**config.mk**
```make
export PLATFORM = sky130hd
export DESIGN_NAME = mem_arbiter
export DESIGN_NICKNAME = d
export VERILOG_FILES = /design/src/rtl/mem_arbiter_pkg.sv /design/src/rtl/mem_arbiter_rr_picker.sv /design/src/rtl/mem_arbiter.sv
export SDC_FILE = /design/constraint.sdc
export NUM_CORES = 1
export LEC_CHECK = 0
export CAP_MARGIN = 30
export CORE_ASPECT_RATIO = 0.9
export CORE_UTILIZATION = 35
export CTS_CLUSTER_DIAMETER = 50
export DETAILED_ROUTE_END_ITERATION = 10
export GPL_TIMING_DRIVEN = 1
export PLACE_DENSITY = 0.77
export SKIP_LAST_GASP = 1
export SLEW_MARGIN = 20
export SYNTH_ARGS = -nofsm -noshare
export SYNTH_HDL_FRONTEND = slang
export SYNTH_SLANG_ARGS = --single-unit
```
**constraint.sdc**
```tcl
create_clock -name clk -period 2.1 [get_ports clk]
set_input_delay 0.42 -clock clk [delete_from_list [all_inputs] [get_ports clk]]
set_output_delay 0.42 -clock clk [all_outputs]
set_load 0.01 [all_outputs]
```
**src/rtl/mem_arbiter_pkg.sv**
```systemverilog
// Shared state encoding and default geometry for the two-requester memory arbiter.
package mem_arbiter_pkg;
    localparam int NREQ_DEF   = 2;
    localparam int ADDR_W_DEF = 4;
    localparam int DATA_W_DEF = 8;
    localparam int DEPTH_DEF  = 11;

    typedef enum logic [1:0] {
        IDLE   = 2'd0,
        ACCESS = 2'd1,
        RESP   = 2'd2
    } state_t;
endpackage

```
**src/rtl/mem_arbiter_rr_picker.sv**
```systemverilog
// Combinational round-robin picker: first requester at or after ptr (mod NREQ) wins.
// Zero latency; produces a one-hot winner plus a valid flag.
module rr_picker #(
    parameter int NREQ  = 2,
    parameter int PTR_W = 1
) (
    input  logic [NREQ-1:0]  req,
    input  logic [PTR_W-1:0] ptr,
    output logic [NREQ-1:0]  winner,
    output logic             valid
);
    always_comb begin
        logic [PTR_W-1:0] idx;
        idx    = '0;
        winner = '0;
        valid  = 1'b0;
        for (int i = 0; i < NREQ; i++) begin
            idx = PTR_W'((int'(ptr) + i) % NREQ);
            if (!valid && req[idx]) begin
                winner[idx] = 1'b1;
                valid       = 1'b1;
            end
        end
    end
endmodule

```
**src/rtl/mem_arbiter.sv**
```systemverilog
// Round-robin controller for the shared register memory: IDLE -> ACCESS -> RESP, one access per 3 cycles.
// Requesters hold req until ack; out-of-range addresses complete with err and never strobe the memory.
module mem_arbiter
    import mem_arbiter_pkg::*;
#(
    parameter int NREQ   = NREQ_DEF,
    parameter int ADDR_W = ADDR_W_DEF,
    parameter int DATA_W = DATA_W_DEF,
    parameter int DEPTH  = DEPTH_DEF
) (
    input  logic                     clk,
    input  logic                     rst,
    input  logic [NREQ-1:0]          req,
    input  logic [NREQ-1:0]          req_we,
    input  logic [NREQ*ADDR_W-1:0]   req_addr,
    input  logic [NREQ*DATA_W-1:0]   req_wdata,
    output logic [NREQ-1:0]          gnt,
    output logic [NREQ-1:0]          ack,
    output logic                     err,
    output logic [DATA_W-1:0]        rdata,
    output logic                     busy,
    output logic                     mem_wr,
    output logic                     mem_rd,
    output logic [ADDR_W-1:0]        mem_addr,
    output logic [DATA_W-1:0]        mem_din,
    input  logic [DATA_W-1:0]        mem_dout
);
    localparam int PTR_W = (NREQ > 1) ? $clog2(NREQ) : 1;
    localparam logic [ADDR_W:0] DEPTH_L = DEPTH[ADDR_W:0];

    state_t              r_state;
    state_t              w_next;
    logic [PTR_W-1:0]    r_ptr;
    logic [PTR_W-1:0]    r_id;
    logic                r_we;
    logic [ADDR_W-1:0]   r_addr;
    logic [DATA_W-1:0]   r_wdata;
    logic                r_err;

    logic [NREQ-1:0]     w_winner;
    logic                w_pick_vld;
    logic [PTR_W-1:0]    w_win_id;
    logic                w_sel_we;
    logic [ADDR_W-1:0]   w_sel_addr;
    logic [DATA_W-1:0]   w_sel_wdata;
    logic                w_sel_oob;

    rr_picker #(
        .NREQ  (NREQ),
        .PTR_W (PTR_W)
    ) u_picker (
        .req    (req),
        .ptr    (r_ptr),
        .winner (w_winner),
        .valid  (w_pick_vld)
    );

    always_comb begin
        w_win_id    = '0;
        w_sel_we    = 1'b0;
        w_sel_addr  = '0;
        w_sel_wdata = '0;
        for (int i = 0; i < NREQ; i++) begin
            if (w_winner[i]) begin
                w_win_id    = PTR_W'(i);
                w_sel_we    = req_we[i];
                w_sel_addr  = req_addr[i*ADDR_W +: ADDR_W];
                w_sel_wdata = req_wdata[i*DATA_W +: DATA_W];
            end
        end
    end

    assign w_sel_oob = ({1'b0, w_sel_addr} >= DEPTH_L);

    always_ff @(posedge clk) begin
        if (rst) begin
            r_state <= IDLE;
        end else begin
            r_state <= w_next;
        end
    end

    // Request fields are captured once in IDLE so later input changes cannot disturb the access.
    always_ff @(posedge clk) begin
        if (rst) begin
            r_ptr   <= '0;
            r_id    <= '0;
            r_we    <= 1'b0;
            r_addr  <= '0;
            r_wdata <= '0;
            r_err   <= 1'b0;
        end else begin
            case (r_state)
                IDLE: begin
                    if (w_pick_vld) begin
                        r_id    <= w_win_id;
                        r_we    <= w_sel_we;
                        r_addr  <= w_sel_addr;
                        r_wdata <= w_sel_wdata;
                        r_err   <= w_sel_oob;
                    end
                end
                RESP: begin
                    if (r_id == PTR_W'(NREQ - 1)) begin
                        r_ptr <= '0;
                    end else begin
                        r_ptr <= r_id + PTR_W'(1);
                    end
                end
                default: ;
            endcase
        end
    end

    always_comb begin
        w_next = r_state;
        gnt    = '0;
        ack    = '0;
        err    = 1'b0;
        busy   = 1'b0;
        mem_wr = 1'b0;
        mem_rd = 1'b0;
        case (r_state)
            IDLE: begin
                if (w_pick_vld) begin
                    w_next = ACCESS;
                end
            end
            ACCESS: begin
                busy      = 1'b1;
                gnt[r_id] = 1'b1;
                if (!r_err) begin
                    mem_wr = r_we;
                    mem_rd = !r_we;
                end
                w_next = RESP;
            end
            RESP: begin
                busy      = 1'b1;
                ack[r_id] = 1'b1;
                err       = r_err;
                w_next    = IDLE;
            end
            default: w_next = IDLE;
        endcase
    end

    assign mem_addr = r_addr;
    assign mem_din  = r_wdata;
    assign rdata    = mem_dout;
endmodule

```
==> metrics <==
outcome finished with violations; failing checks DRC; Fin Setup TNS 0 ns; syn_nets 152; vias in the first global route 913; DRC 6; top sig layer met4; CP Class reg2out; met3 routed WL about 170 um; Worst-path clk slew ~0.11 ns; detailed-route via count ~950; Synthesis Warnings 0; Slew Viols, Final 0; CP endpoint kind primary output; final cell count without fillers around 180; Fill cells 230; CTS Buf Count 3; largest net degree at the start of global routing 14; Post-DP Area 0.00142 mm2; initial antenna violation count 0; first-pass GRT wire length a little under 4000 um; DR pass1 iterations 7; Syn Inst Count 111; CP max FO 5; FF-to-FF path depth 6; critical path data arrival time approximately 1.6 ns; utilization after layout 0.579; die area about 0.0030 mm2; Final Total Pwr approximately 930 uW; Inserted Diodes 0; CP startpoint r_state[1]; All-Layer GR Usage 0.175; worst slew pin tran around 0.47 ns; Top FF cell, synth dfxtp_1; Max-slew headroom 0.684; Hold Buf Count CTS 0; Placer Congestion slightly above 0.7; chip height 51.8 um; H-tree levels 1; critical path cell sequence inv_1 > ha_2 > and3b_1 > clkdlybuf4s50_1; layout cell share with drive strength beyond 1 0.104; slowest cell delay on critical path roughly 0.53 ns; Setup WS pre-CTS 0.207 ns; CTS tree yes; CP delay by family, top buffers and inverters; Crit path depth 4; Pleak between 0.6 and 0.7 nW; WHS 0.444 ns; I/O pin count 66; CP startpoint kind register; Max Clock Skew 0.00924 ns; Final Cell Area 0.00147 mm2; routed wl met2 1250 um; Hold Crit Class reg2reg; worst setup margin 0.0610 ns; initial core utilization 0.381; clock latency on the worst-skew pair around 0.3 ns; Mapped Avg Cell Area between 8 and 9 um2; # clock sinks 18; Seq/Total Area, Yosys 0.374; HPWL Detailed 1940 um; Core ar. about 0.0025 mm2; hold path depth 2; Via density 5.23; Tcrit/Tclk final 0.971; CP max-delay cell clkdlybuf4s50_1; synthesized cell area ~960 um2; number of synthesized flops with an enable pin 0; met1 wire length ~1100 um; RSZ-0062 raised after global routing yes; CP required around 1.7 ns; # nets final just under 200; Final Hold Fails 0; Overflow after GRT 0; Tmin final slightly above 2 ns; Routed WL roughly 2500 um; synthesized flop and latch total 18; Final setup viols 0; DR iter-0 viols 32; average wire per standard cell around 14 um; distinct cell type count after synthesis 31; antenna-violating nets left 0; Syn-to-layout area delta 52.1%; PD cells ~640 mW/mm2; maximum VDD drop 0.000225 V; die outline width approximately 57 um; Peak Freq just under 500 MHz; clock root cell clkbuf_4; Clock Path Buffers 2; reg2reg start r_state[0]; async set-reset flop share out of synthesis 0; CP bufs+invs 2; Hold Crit Start mem_din[4]; maxcap violations 0; placed instance count between 150 and 200; number of port buffers between 40 and 50; Std-Cell Rows 17
where the power goes:
| part | total [mW] | internal [mW] | switching, mW | leakage [nW] |
|---|---|---|---|---|
| Sequential | 0.405 | 0.380 | 0.0248 | 0.149 |
| Combinational | 0.313 | 0.176 | 0.137 | 0.437 |
| Clock | 0.216 | 0.106 | 0.111 | 0.0210 |
cells in the mapped netlist (2+ instances only):
library cell | instances | share of area
dfxtp_1 | 18 | 0.37
a32o_1 | 3 | 0.031
a21oi_1 | 2 | 0.010
nand3_1 | 2 | 0.010
and2_1 | 4 | 0.026
ha_1 | 3 | 0.039
a22oi_1 | 2 | 0.016
nand2_1 | 14 | 0.055
nor2b_1 | 4 | 0.026
nor2_1 | 14 | 0.055
inv_1 | 3 | 0.012
nor3_1 | 3 | 0.016
buf_4 | 9 | 0.070
clkbuf_1 | 2 | 0.0078
a32oi_1 | 4 | 0.036
o22ai_1 | 5 | 0.032
a211oi_1 | 5 | 0.039
sequential cells by signal (all words and copies together) (netlist names):
signal    cells
r_ptr         1
r_state       2
mem_din       8
r_we          1
r_id          1
mem_addr      4
r_err         1
tightest hold or removal path, stage by stage (launching register included):
cell	delay [ns]
dfxtp_1	0.33
nand2_1	0.05
nand2_1	0.04
cell type report:
| cell class | instances | area, um2 | share of cell area |
|---|---|---|---|
| Sequential cell | 18 | 360 | 0.246 |
| Clock buffer | 4 | 36.3 | 0.0248 |
| Timing Repair Buffer | 52 | 517 | 0.353 |
| Multi-Input combinational cell | 77 | 505 | 0.345 |
| Inverter | 3 | 11.3 | 0.00769 |
| Tap cell | 28 | 35.0 | 0.0239 |
cells in the final DEF (no fill, tap or decap), drive strengths merged, types with 4 or more instances in the layout:
cell and n:
clkdlybuf4s50 46, nor2b 4, a211oi 6, dfxtp 18
a32oi 4, o22ai 5, nor2 15, nand2 14
clkbuf 4, and2 5
timing repair:
| item | in CTS | in global routing |
|---|---|---|
| cloned | 0 | 0 |
| setup buffers | 0 | 0 |
| hold endpoints to repair | 0 | 0 |
| setup endpoints to repair | 2 | 4 |
| gates resized for setup | 2 | 3 |
logic make-up after synthesis:
kind of cell,share of synthesized area
compound gates,0.252
buf+inv,0.106
flops,0.374
simple gates,0.229
fa+ha+maj,0.0390
routing by layer:
layer  vias up  GRT usage
met5         -          0
li1        469          -
met1       438      0.187
met4         0     0.0813
met3         7     0.0547
met2        37      0.318
final timing paths:
path / endpoint / slack, ns
worst max-delay path: mem_wr / 0.06
worst min-delay path: mem_din[4] / 0.44
worst max register to register: mem_din[4] / 0.28
worst min register to register: mem_din[4] / 0.44
Power figures use the tool's default switching activity.
